[src/rtl/calc_pkg.sv]
// Shared definitions for the sequential calculator: op codes, FSM states
// and the iteration count used by the multi-cycle operations.
package calc_pkg;

    localparam logic [2:0] OP_AND  = 3'b000;
    localparam logic [2:0] OP_OR   = 3'b001;
    localparam logic [2:0] OP_NOT  = 3'b010;
    localparam logic [2:0] OP_XOR  = 3'b011;
    localparam logic [2:0] OP_ADD  = 3'b100;
    localparam logic [2:0] OP_SUB  = 3'b101;
    localparam logic [2:0] OP_MULT = 3'b110;
    localparam logic [2:0] OP_DIV  = 3'b111;

    typedef enum logic [1:0] {
        IDLE,
        BUSY,
        DONE
    } state_t;

    function automatic int iter_count(input int w);
        return w;
    endfunction

endpackage

[src/rtl/seq_divider.sv]
// W-bit restoring divider: loads on start, then one quotient bit per cycle.
// quotient/remainder are the final-step values, valid while done is high.
module seq_divider #(
    parameter int W = 4
) (
    input  logic         clk,
    input  logic         rst,
    input  logic         start,
    input  logic [W-1:0] a,
    input  logic [W-1:0] b,
    output logic         done,
    output logic [W-1:0] quotient,
    output logic [W-1:0] remainder
);
    import calc_pkg::*;

    localparam int CW = $clog2(W + 1);

    logic [CW-1:0] cnt_q, cnt_d;
    logic [W-1:0]  rem_q, rem_d, quo_q, quo_d, dsr_q, dsr_d;
    logic [W:0]    shifted, trial;
    logic          fits;
    logic [W-1:0]  rem_step, quo_step;

    assign shifted  = {rem_q, quo_q[W-1]};
    assign trial    = shifted - {1'b0, dsr_q};
    assign fits     = ~trial[W];
    assign rem_step = fits ? trial[W-1:0] : shifted[W-1:0];
    assign quo_step = {quo_q[W-2:0], fits};

    assign done      = (cnt_q == CW'(1));
    assign quotient  = quo_step;
    assign remainder = rem_step;

    always_comb begin
        cnt_d = cnt_q;
        rem_d = rem_q;
        quo_d = quo_q;
        dsr_d = dsr_q;
        if (start) begin
            cnt_d = CW'(iter_count(W));
            rem_d = '0;
            quo_d = a;
            dsr_d = b;
        end else if (cnt_q != '0) begin
            cnt_d = cnt_q - CW'(1);
            rem_d = rem_step;
            quo_d = quo_step;
        end
    end

    always_ff @(posedge clk or posedge rst) begin
        if (rst) begin
            cnt_q <= '0;
            rem_q <= '0;
            quo_q <= '0;
            dsr_q <= '0;
        end else begin
            cnt_q <= cnt_d;
            rem_q <= rem_d;
            quo_q <= quo_d;
            dsr_q <= dsr_d;
        end
    end

endmodule

[src/rtl/seq_calculator.sv]
// Multi-cycle W-bit calculator with valid/ready handshakes on both sides.
// Define CALC_DIV_EN to build the iterative divider; otherwise every DIV reports err.
module seq_calculator #(
    parameter int W = 4
) (
    input  logic           clk,
    input  logic           rst,
    input  logic           in_valid,
    output logic           in_ready,
    input  logic [W-1:0]   a,
    input  logic [W-1:0]   b,
    input  logic [2:0]     op,
    output logic           out_valid,
    input  logic           out_ready,
    output logic [2*W-1:0] result,
    output logic           err
);
    import calc_pkg::*;

    localparam int CW = $clog2(W + 1);

    state_t         state_q, state_d;
    logic [CW-1:0]  cnt_q, cnt_d;
    logic [2:0]     op_q, op_d;
    logic [2*W-1:0] result_q, result_d, prod_q, prod_d, mcand_q, mcand_d;
    logic [W-1:0]   mplier_q, mplier_d;
    logic           err_q, err_d;

    logic           accept, go_busy, busy_last, quick_err;
    logic [2*W-1:0] prod_step, quick_res, busy_res;
    logic [W:0]     sum;

    assign in_ready  = (state_q == IDLE) && !rst;
    assign accept    = in_valid && in_ready;
    assign out_valid = (state_q == DONE);
    assign result    = result_q;
    assign err       = err_q;

    assign sum       = {1'b0, a} + {1'b0, b};
    assign prod_step = prod_q + (mplier_q[0] ? mcand_q : '0);

`ifdef CALC_DIV_EN
    logic         div_start, div_done;
    logic [W-1:0] div_quo, div_rem;

    assign div_start = accept && (op == OP_DIV) && (b != '0);
    assign go_busy   = (op == OP_MULT) || div_start;
    assign busy_last = (op_q == OP_DIV) ? div_done : (cnt_q == CW'(1));
    assign busy_res  = (op_q == OP_DIV) ? {div_rem, div_quo} : prod_step;

    seq_divider #(.W(W)) u_divider (
        .clk       (clk),
        .rst       (rst),
        .start     (div_start),
        .a         (a),
        .b         (b),
        .done      (div_done),
        .quotient  (div_quo),
        .remainder (div_rem)
    );
`else
    assign go_busy   = (op == OP_MULT);
    assign busy_last = (cnt_q == CW'(1)) && (op_q == OP_MULT);
    assign busy_res  = prod_step;
`endif

    // Single-cycle results; DIV only lands here for b==0 or without a divider.
    always_comb begin
        quick_res = '0;
        quick_err = 1'b0;
        case (op)
            OP_AND:  quick_res = {{W{1'b0}}, a & b};
            OP_OR:   quick_res = {{W{1'b0}}, a | b};
            OP_NOT:  quick_res = {{W{1'b1}}, ~a};
            OP_XOR:  quick_res = {{W{1'b0}}, a ^ b};
            OP_ADD:  quick_res = {{(W-1){1'b0}}, sum};
            OP_SUB:  quick_res = {{W{a < b}}, a - b};
            OP_DIV: begin
                quick_res = '1;
                quick_err = 1'b1;
            end
            default: quick_res = '0;
        endcase
    end

    always_comb begin
        state_d  = state_q;
        cnt_d    = cnt_q;
        op_d     = op_q;
        result_d = result_q;
        err_d    = err_q;
        prod_d   = prod_q;
        mcand_d  = mcand_q;
        mplier_d = mplier_q;
        case (state_q)
            IDLE: begin
                if (accept) begin
                    op_d = op;
                    if (go_busy) begin
                        state_d  = BUSY;
                        cnt_d    = CW'(iter_count(W));
                        prod_d   = '0;
                        mcand_d  = {{W{1'b0}}, a};
                        mplier_d = b;
                    end else begin
                        state_d  = DONE;
                        result_d = quick_res;
                        err_d    = quick_err;
                    end
                end
            end
            BUSY: begin
                cnt_d    = cnt_q - CW'(1);
                prod_d   = prod_step;
                mcand_d  = mcand_q << 1;
                mplier_d = mplier_q >> 1;
                if (busy_last) begin
                    state_d  = DONE;
                    result_d = busy_res;
                    err_d    = 1'b0;
                end
            end
            DONE: begin
                if (out_ready) state_d = IDLE;
            end
            default: state_d = IDLE;
        endcase
    end

    always_ff @(posedge clk or posedge rst) begin
        if (rst) begin
            state_q  <= IDLE;
            cnt_q    <= '0;
            op_q     <= OP_AND;
            result_q <= '0;
            err_q    <= 1'b0;
            prod_q   <= '0;
            mcand_q  <= '0;
            mplier_q <= '0;
        end else begin
            state_q  <= state_d;
            cnt_q    <= cnt_d;
            op_q     <= op_d;
            result_q <= result_d;
            err_q    <= err_d;
            prod_q   <= prod_d;
            mcand_q  <= mcand_d;
            mplier_q <= mplier_d;
        end
    end

endmodule

[config.mk]
export PLATFORM = sky130hd
export DESIGN_NAME = seq_calculator
export DESIGN_NICKNAME = d
export VERILOG_FILES = /design/src/rtl/calc_pkg.sv /design/src/rtl/seq_divider.sv /design/src/rtl/seq_calculator.sv
export SDC_FILE = /design/constraint.sdc
export NUM_CORES = 1
export LEC_CHECK = 0
export ABC_CLOCK_PERIOD_IN_PS = 2100
export BUFFER_PORTS_ARGS = -buffer_cell sky130_fd_sc_hd__buf_2
export CAP_MARGIN = 30
export CORE_ASPECT_RATIO = 0.8
export CORE_MARGIN = 4
export CORE_UTILIZATION = 53
export CTS_CLUSTER_SIZE = 10
export DETAILED_ROUTE_END_ITERATION = 7
export PLACE_DENSITY = 0.86
export SYNTH_ARGS = -nofsm -noshare
export SYNTH_HDL_FRONTEND = slang
export SYNTH_SLANG_ARGS = --single-unit
[constraint.sdc]
create_clock -name clk -period 2.1 [get_ports clk]
set_clock_uncertainty 0.05 [all_clocks]
set_input_delay 0.21 -clock clk [delete_from_list [all_inputs] [get_ports clk]]
set_output_delay 0.21 -clock clk [all_outputs]
set_load 0.02 [all_outputs]
# ---- After elaboration in Yosys (flattened, before gate mapping)
# Cells that the tools add are included.
dict set report classes {
  order_cmp 1
  eq_ne 16
  n_reduce_logical 11
  add_sub_neg 4
  muxes 28
  bitwise 4
}
# op count
set op_table {}
lappend op_table {{two-way mux 8 bit} 8}
lappend op_table {{case mux 8 bit (7 select lines)} 1}
lappend op_table {{case mux 8 bit (2 select lines)} 3}
lappend op_table {{== test 3 bit (second input constant)} 5}
lappend op_table {{adder 8 bit} 1}
lappend op_table {{two-way mux 2 bit} 4}
lappend op_table {{two-way mux 4 bit} 2}
lappend op_table {{!= test 2 bit (second input constant)} 4}
lappend op_table {{case mux 4 bit (2 select lines)} 1}
lappend op_table {{== test 3 x 1 -> 1 bit (second input constant)} 2}
lappend op_table {{== test 3 x 2 -> 1 bit (second input constant)} 2}
lappend op_table {{two-way mux 3 bit} 2}
lappend op_table {{case mux 2 bit (3 select lines)} 1}
lappend op_table {{case mux 3 bit (2 select lines)} 1}
lappend op_table {{AND reduction 3 bit} 2}
lappend op_table {{adder 4 x 4 -> 5 bit} 1}
lappend op_table {{bitwise AND 4 bit} 1}
lappend op_table {{< comparator 4 bit} 1}
lappend op_table {{two-way mux 1 bit} 4}
lappend op_table {{inverter 4 bit} 1}
lappend op_table {{OR 4 bit} 1}
lappend op_table {{AND reduction 4 bit} 1}
lappend op_table {{subtractor 4 bit} 1}
lappend op_table {{XOR 4 bit} 1}
lappend op_table {{11 further kinds} 13}
dict set report word_totals {
  register_bits 37
  word_cells 72
  input_bits 15
  out_inout_bits 11
}

# ---- Longest topological paths before layout
# Gate-level depths: netlist of the first run.
dict set report depth {
  word_depth 5
  mapped_depth 9
}

# ---- Worst setup path before layout of the first run
# No wires, ideal clock.
dict set report synth_path {
  path_type {reg2reg}
  startpoint {register mplier_q[0]}
  endpoint {register result_q[4], in the netlist result[4]}
  arrival_ps 1866
  required_time_ps 1968
  n_path_buf 0
  path_stages_with_launch 9
  slack_ps 102
  path_cell_list {dfrtp_1 -> and2_1 -> ha_1 -> fa_1 -> a21oi_1 -> o21ai_0 -> nand2b_1 -> o32a_1 -> a31oi_1}
}
dict set report synth_via {
  elab_chain_cells 4
}
# item line_no
set synth_rtl {}
lappend synth_rtl {{start: declaration} seq_calculator.sv:26} ;# logic [W-1:0] mplier_q, mplier_d;
lappend synth_rtl {{start signal: assignment} seq_calculator.sv:148} ;# mplier_q <= mplier_d;
lappend synth_rtl {{two-way mux 8 bit} seq_calculator.sv:40} ;# assign prod_step = prod_q + (mplier_q[0] ? mcand_q : '0);
lappend synth_rtl {{adder 8 bit} seq_calculator.sv:40}
lappend synth_rtl {{two-way mux 8 bit} seq_calculator.sv:117} ;# if (busy_last) begin
lappend synth_rtl {{case mux 8 bit (2 select lines)} seq_calculator.sv:95} ;# case (state_q)
lappend synth_rtl {{end signal: assignment} seq_calculator.sv:144} ;# result_q <= result_d;
lappend synth_rtl {{end: declaration} seq_calculator.sv:25} ;# logic [2*W-1:0] result_q, result_d, prod_q, prod_d, mcand_q, mcand_d;
# Every way passes these cells. The select of a mux whose other input is x is not followed.
# A chain may end at the register's enable or synchronous reset.

# ---- Worst setup path in the final report of the first run
dict set report layout_path {
  startpoint {register mplier_q[0]}
  endpoint {register result_q[7], in the netlist result[7]}
}
# The elaborated chain is that of the path after synthesis.

==> results of run 1 <==
[power by group through the flow]
| stage | registers (mW) | logic (mW) | clock network, mW |
|---|---|---|---|
| 3_3_place_gp | 1.21 | 1.14 | 0 |
| 6_report | 1.22 | 1.33 | 0.655 |
| 4_1_cts | 1.22 | 1.23 | 0.662 |
| 3_5_place_dp | 1.23 | 1.19 | 0 |
| 2_1_floorplan | 1.27 | 0.760 | 0 |
| 5_1_grt | 1.26 | 1.47 | 0.699 |
[area by class of cell]
type                    count  area (um^2)
fillers                   369         1564
clock inverters             2        37.54
flip-flops and latches     37        925.9
well taps                  60        75.07
repair buffers             48        300.3
multi-input cells         204         1513
clock buffers               6        82.58
inverters                  19        71.32
[flip-flops by register name, indices dropped and copies added, names as in the netlist]
signal and cells:
err 1, result 8, mcand_q 8, state_q 2, prod_q 8, cnt_q 3, mplier_q 4, op_q 3
[through the flow]
step	cell area, um^2	hold WS (ns)
after global placement	2771	0.1310
after CTS	2937	0.05008
final	3005	0.04961
after global routing	3005	0.04977
after floorplan	2502	0.2677
after detailed placement	2771	0.1465
[cells in the final DEF (no fill, tap or decap), types with 3 or more instances in the layout]
cell	n
dfrtp_1	37
nand2_1	33
buf_2	25
o21ai_0	24
nor2_1	22
buf_4	22
inv_1	19
ha_1	18
a21oi_1	14
and2_1	6
clkbuf_8	6
mux2i_1	5
nand2b_1	4
mux2_2	4
a21o_1	4
a21oi_2	3
nand3_1	3
xnor2_1	3
o31ai_1	3
o32a_1	3
[metal layers]
| metal | up-vias | track usage, % | wire length [um] |
|---|---|---|---|
| li1 | 1037 | - | - |
| met1 | 1070 | 29.51 | 2537 |
| met2 | 97 | 32.15 | 2996 |
| met3 | 10 | 4.513 | 507 |
| met4 | 0 | 5.800 | 90 |
| met5 | - | 0 | 0 |
[final timing paths]
check	cells past startpoint	to	slack, ns
worst min-delay path	2	state_q[1]	0.05
worst min register to register	2	mplier_q[1]	0.45
min in group asynchronous	3	state_q[1]	0.37
worst max register to register	7	result[7]	0.01
worst max-delay path	7	result[7]	0.01
max in group asynchronous	4	mcand_q[0]	0.93
[timing repair]
action,4_1_cts,5_1_grt
buffers inserted,0,5
hold endpoints to repair,6,0
pin swaps,0,6
endpoints found under the setup margin,5,7
resized for setup,7,10
hold buffers,1,0
[cell families after synthesis]
family,Yosys count
AOI/OAI and AO/OA,78
xor gates and xnor gates,5
adders and majority gates,24
buffers and inverters,31
DFF,37
muxes,10
and+or+nand+nor,87
[worst max-delay path, cell delays in order, from the launching register on]
cell and delay [ns]:
dfrtp_1 0.42, and2_1 0.19, ha_1 0.29, a21o_1 0.19, a21oi_2 0.22, nor3_2 0.09
o211a_1 0.25, o32a_1 0.29
==> metrics.csv, run 1 <==
metric,value,unit
status,"complete, no violations",
Initial Util,54.76,%
critical path class,register to register,
"Power, Total",3.213,mW
routed via count,2214,
Post-synth EDFFs,0,
Leak,1.445,nW
GRT Util Overall,20.84,%
"Seq/Total Area, Yosys",37.00,%
diode count,0,
clock network power share,20.4,%
port buffer count,25,
Seq cells post-synth,37,
Sw Ratio,38.47,%
pin count of the biggest net entering global routing,32,
Routed Antenna Nets,0,
Synth Area in XOR/XNOR,1.750,%
HPWL reported at the end of detailed placement,4.394,mm
"Slew Viols, Final",0,
CTS tree,done,
vias in the first global route,2082,
cells after synthesis,272,
Post-Layout Cell Count,376,
worst rel slew slack,73.02,%
"Primary FF master, synth",dfrtp_1,
RR Startpoint,mplier_q[0],
Fmax,0.4791,GHz
Layout Utilization,65.77,%
CP arrival,2.22,ns
sequential share of power,38.1,%
largest family of logic cells by synthesized area,compound AO/OA/AOI/OAI gates,
Switch Pwr,1.236,mW
Slew @ Worst Pin,0.4047,ns
DRT Pass-1 Iters,4,
GRT overflow,0,
cell area power density,1069,nW/um^2
CP Capture Type,register,
final setup margin,0.01291,ns
initial antenna violation count,0,
Critical Path Fanout Max,4,
CTS root buffer,clkbuf_8,
cell with the most instances after synthesis,dfrtp_1,
Synth async-reset ratio,100.0,%
mux share of post-synthesis cell area,4.700,%
Period minus WS final,2.087,ns
first-pass GRT wire length,9.873,mm
Core Box Area,4569,um^2
vias per cell,5.888,
Die Wd,84.83,um
clock slew at reported path FFs,0.08,ns
share of layout cells above drive strength 1,25.32,%
DRC viols,0,
Placement Rows,22,
adder-cell share of the synthesized area,12.90,%
critical path startpoint,mplier_q[0],
Worst Hold Launch,out_ready,
Comb pwr share,41.5,%
cell taking the most area after synthesis,dfrtp_1,
DRT iter0 DRCs,188,
Commonest cells post-synth,"dfrtp_1, nand2_1, o21ai_0",
Internal,1.977,mW
Mean Syn Cell Area,9.200,um^2
final setup violating endpoints,0,
cts bufs inserted,5,
GP Congestion,0.8808,
post-synthesis compound-gate area fraction,20.90,%
Area Growth Syn to Fin,20.10,%
fin nets,354,
Fin Setup TNS,0,ns
Worst VDD drop,635.3,uV
Cells after DPL,362,
WL final,6.132,mm
wire per inst,16.31,um
worst skew pair latency,0.29,ns
CP startpoint kind,register,
Mapped Nets,311,
area share of the leading cell type in the synthesized netlist,37.00,%
period utilization,99.39,%
die height,69.46,um
Hold WC Path Type,input pin to register,
Setup WS pre-CTS,-0.06615,ns
max-cap viol count,0,
Worst Path Required,2.23,ns
I/O Pins,26,
CTS sink count,37,
die area,5892,um^2
H-tree depth,2,
Clock Path Buffers,2,
Yosys cell types,54,
Synth area leaders,"dfrtp_1, ha_1, o21ai_0",
Final Hold Viols,0,
cell area after synthesis,2502,um^2
simple-gate share of the synthesized area,17.55,%
Yosys Warn Count,0,
Note: power is estimated with default switching activity, not from simulation.
==> run 2: changes to the inputs <==
--- a/config.mk
+++ b/config.mk
@@ -14,6 +14,7 @@
 export CTS_CLUSTER_SIZE = 10
 export DETAILED_ROUTE_END_ITERATION = 7
 export PLACE_DENSITY = 0.86
+export SETUP_SLACK_MARGIN = 0.4
 export SYNTH_ARGS = -nofsm -noshare
 export SYNTH_HDL_FRONTEND = slang
 export SYNTH_SLANG_ARGS = --single-unit
==> run 2 against run 1 <==
Net effect:
- first-iteration DRC count increased by 19%
- global-route usage up 1.8 points
- power increased by 11%
- fmax is 3.0% higher
- critical path depth unchanged
- utilization rose by 6.8 points
- cell area increased by 10%
- die area unchanged
- wire length grew 16%
- flip-flop and latch count did not move
- critical endpoint unchanged
- largest power group unchanged
==> metrics.csv, run 2 (synthesis results as in run 1) <==
metric,value,unit
HPWL reported at the end of detailed placement,4.562,mm
most frequent cells in the layout,"dfrtp_1, buf_2, nor2_1, nand2_1, inv_1",
R2R Setup Slk,0.07,ns
Routed met3 length,545,um
"commonest non-fill, non-tap cell in the layout",dfrtp_1,
DRC viols,0,
cell area power density,1077,nW/um^2
GP Congestion,0.9249,
Worst Hold Launch,out_ready,
initial antenna violation count,0,
FF-to-FF path depth,7,
DR WL met2,3.273,mm
first-pass GRT wire length,10.68,mm
DRT Pass-1 Iters,5,
routed via count,2280,
final setup violating endpoints,0,
Hold WC Path Type,input pin to register,
I/O Pins,26,
die height,69.46,um
Highest Signal Layer,met4,
Fmax,0.4934,GHz
RR Startpoint,mplier_q[0],
wire per inst,18.94,um
RSZ-0062 raised after global routing,yes,
die area,5892,um^2
CTS tree,done,
Critical Path Fanout Max,6,
Layout Utilization,72.59,%
placed inst area,2785,um^2
Period minus WS final,2.027,ns
critical path startpoint,mplier_q[0],
max-cap viol count,0,
critical path's largest stage delay,0.44,ns
fin nets,356,
CP startpoint kind,register,
Clock Path Buffers,2,
Crit path depth,7,
Slew @ Worst Pin,0.6288,ns
clock slew at reported path FFs,0.08,ns
GRT overflow,0,
worst rel slew slack,58.08,%
buffers plus inverters on the worst setup path,0,
cts bufs inserted,5,
CTS root buffer,clkbuf_8,
Worst VDD drop,689.9,uV
DRT iter0 DRCs,223,
vias per cell,6.048,
Initial Util,54.76,%
Critical Path End,result[7],
cell family contributing the most delay on the critical path,compound AO/OA/AOI/OAI gates,
Die Wd,84.83,um
Cells after DPL,355,
CP Capture Type,register,
Fin Setup TNS,0,ns
Area Growth Syn to Fin,32.55,%
port buffer count,25,
CTS sink count,37,
status,"complete, no violations",
WL final,7.139,mm
Leak,1.528,nW
period utilization,96.50,%
Placement Rows,22,
vias in the first global route,2249,
GRT Util Overall,22.67,%
Final Instance Area,3317,um^2
Final Hold Viols,0,
Worst Path Required,2.22,ns
wire length on met1,3.061,mm
worst skew pair latency,0.29,ns
Slowest cell on crit path,dfrtp_2,
share of layout cells above drive strength 1,38.49,%
diode count,0,
Reg-to-Reg End,result[7],
Core Box Area,4569,um^2
Routed Antenna Nets,0,
"Slew Viols, Final",0,
CP arrival,2.15,ns
Post-Layout Cell Count,377,
crit path cell chain,and2_4 -> ha_4 -> a21o_1 -> a21oi_4 -> nor3_4 -> o211a_1 -> o32a_1,
H-tree depth,2,
critical path class,register to register,
final hold slack,0.09116,ns
pin count of the biggest net entering global routing,30,
==> run 2: changes by cell type in the layout (fill, tap and decap cells not counted), sizes merged <==
cell / before / now
bufinv: 1 / 0
buf: 47 / 49
==> run 2: how the worst min path moves through the flow <==
stage,depth (start not counted),endpoint
2_1_floorplan,1,state_q[1]
3_3_place_gp,2,state_q[1]
3_5_place_dp,2,err
4_1_cts,2,state_q[1]
5_1_grt,2,state_q[1]
6_report,2,state_q[1]
==> run 2: metrics by stage <==
step,total power [mW],setup slack [ns]
5_1_grt,3.772,0.02780
3_3_place_gp,2.390,0.03642
3_5_place_dp,2.465,-0.008974
2_1_floorplan,2.089,0.2220
6_report,3.571,0.07342
4_1_cts,3.134,0.06057
==> run 2: layer usage <==
layer	vias up	global-route usage [%]
li1	1052	-
met1	1100	31.42
met2	99	35.62
met3	29	5.701
met4	0	5.624
met5	-	0
==> run 2: cell type report <==
type	count	area (um^2)
multi-input cells	204	1795
well taps	60	75.07
clock inverters	1	7.507
flip-flops and latches	37	929.6
fillers	311	1252
clock buffers	6	82.58
inverters	19	76.32
repair buffers	50	350.3
==> run 2: worst register-to-register path: cells and delay by family (launching register included) <==
kind                     cells  cell delay [ns]
flip-flops                   1             0.44
AND/OR/NAND/NOR              2             0.26
AO/OA/AOI/OAI                4             0.96
adder cells (fa/ha/maj)      1             0.21
==> run 2: where the power goes <==
part | leakage [nW] | internal [mW] | total (mW) | switching [mW]
clock network | 0.0433 | 0.259 | 0.508 | 0.249
registers | 0.460 | 1.01 | 1.30 | 0.296
logic | 1.02 | 0.811 | 1.76 | 0.948
==> run 2: repair_timing <==
item	4_1_cts	5_1_grt
gates cloned	1	1
setup endpoints to repair	24	36
gates resized for setup	28	56
pin swaps	11	20
hold buffers	1	0
endpoints found under the hold margin	8	0
setup buffers	7	5
==> run 3: changes to the inputs <==
==> constraint.sdc (replaced) <==
create_clock -name clk -period 2.1 [get_ports clk]
set_clock_uncertainty 0.05 [all_clocks]
set_input_delay 0.105 -clock clk [delete_from_list [all_inputs] [get_ports clk]]
set_output_delay 0.105 -clock clk [all_outputs]
set_load 0.02 [all_outputs]
==> run 3 against run 2 <==
Net effect:
- critical path depth grew 1
- sequential share of layout area fell by 0.17 points
- die area did not move
- highest routed layer unchanged
- cell area grew 0.60%
- largest power group unchanged
- flip-flop and latch count did not move
- non-clock buffer count up 3
- clock power increased by 53%
- combinational power grew 5%
- global-route usage is 1.3 points higher
- utilization grew 0.44 points
- power rose by 9.3%
- first-iteration DRC count up 18%
==> metrics.csv, run 3 (synthesis results as in run 1) <==
metric,value,unit
Cells after DPL,355,
Placement Rows,22,
R2R Setup Slk,0.03,ns
worst rel slew slack,65.47,%
CP startpoint kind,register,
CP Capture Type,register,
Slowest cell on crit path,dfrtp_2,
Hold WC Path Type,input pin to register,
port buffer count,25,
Hold Path Depth,3,
cell family contributing the most delay on the critical path,compound AO/OA/AOI/OAI gates,
"Slew Viols, Final",0,
Final Hold Viols,0,
clock slew at reported path FFs,0.09,ns
Crit path depth,8,
DRT iter0 DRCs,263,
max-cap viol count,0,
Critical Path Fanout Max,5,
critical path's largest stage delay,0.45,ns
Fmax,0.4833,GHz
period utilization,98.53,%
Area Growth Syn to Fin,33.35,%
"commonest non-fill, non-tap cell in the layout",dfrtp_1,
buffers plus inverters on the worst setup path,0,
routed via count,2354,
vias in the first global route,2167,
RR Startpoint,mplier_q[0],
worst skew pair latency,0.31,ns
first-pass GRT wire length,11.19,mm
most frequent cells in the layout,"dfrtp_1, buf_2, nand2_1",
CTS sink count,37,
GP Congestion,0.8926,
critical path class,register to register,
Period minus WS final,2.069,ns
Slew @ Worst Pin,0.5179,ns
Worst Hold Launch,a[0],
Fin Setup TNS,0,ns
WHS Endpoint,mcand_q[0],
Die Wd,84.83,um
final setup violating endpoints,0,
initial antenna violation count,0,
GRT overflow,0,
Post-Layout Cell Count,381,
CTS root buffer,clkbuf_8,
GRT Util Overall,23.95,%
Worst VDD drop,543.8,uV
DRC viols,0,
FF-to-FF path depth,8,
Leak,1.554,nW
crit path cell chain,and2_4 -> ha_4 -> fa_2 -> a21oi_4 -> o21ai_2 -> nand2b_4 -> o32a_1 -> a31oi_1,
fin nets,359,
cell area power density,1169,nW/um^2
H-tree depth,2,
wire per inst,19.72,um
I/O Pins,26,
DRT Pass-1 Iters,5,
CP arrival,2.24,ns
Reg-to-Reg End,result[4],
CTS tree,done,
Routed Antenna Nets,0,
HPWL reported at the end of detailed placement,4.408,mm
die area,5892,um^2
Core Box Area,4569,um^2
pin count of the biggest net entering global routing,28,
Initial Util,54.76,%
vias per cell,6.178,
die height,69.46,um
share of layout cells above drive strength 1,37.69,%
WL final,7.513,mm
Clock Path Buffers,2,
status,"complete, no violations",
cts bufs inserted,5,
RSZ-0062 raised after global routing,yes,
diode count,0,
Worst Path Required,2.27,ns
[run 3: per-stage QoR]
step | power (mW) | worst slack, ns | util [%] | cell area (um^2) | hold WS, ns
after floorplan | 2.084 | 0.2220 | - | 2547 | 0.1627
after global placement | 2.371 | 0.03950 | 60.35 | 2758 | 0.09440
after detailed placement | 2.440 | 0.01496 | 60.35 | 2758 | 0.1134
after CTS | 3.532 | 0.1164 | 69.11 | 3158 | 0.07820
after global routing | 4.101 | 0.004580 | 73.03 | 3337 | 0.07189
final | 3.902 | 0.03090 | 73.03 | 3337 | 0.04274
[run 3: tightest hold or removal path, cell delays in order]
cell and delay [ns]:
buf_2 0.12, inv_2 0.06, o21ai_0 0.08
[run 3: worst max path at each step]
stage,from,end,slack (ns)
2_1_floorplan,mplier_q[0],result[4],0.22
3_3_place_gp,mplier_q[0],result[4],0.04
3_5_place_dp,a[2],result[7],0.01
4_1_cts,mplier_q[0],result[6],0.12
5_1_grt,mplier_q[0],result[4],0.005
6_report,mplier_q[0],result[4],0.03
[run 3: where the power goes]
group,internal [mW],switching [mW],total (mW)
Combinational,0.856,0.985,1.84
Clock,0.478,0.297,0.775
Sequential,1.01,0.279,1.29
Total,2.34,1.56,3.90
[run 3: what timing repair did]
item | in CTS | in global routing
gates cloned | 0 | 1
hold endpoints to repair | 11 | 0
endpoints found under the setup margin | 25 | 23
hold buffers | 2 | 0
pin swaps | 14 | 20
gates resized for setup | 32 | 34
setup buffers | 11 | 4
[run 3: final cells by class]
cell class / count / area (um^2)
Tap cell: 60 / 75.07
Clock inverter: 3 / 68.82
Inverter: 19 / 71.32
Fill cell: 316 / 1232
Sequential cell: 37 / 929.6
Clock buffer: 5 / 68.82
Multi-Input combinational cell: 204 / 1743
Timing Repair Buffer: 53 / 380.4
[run 3: layer usage]
layer	track usage [%]	share of wire (%)
met1	34.74	42
met5	0	0
met4	6.151	2.9
met2	37.19	46
met3	4.038	8.5
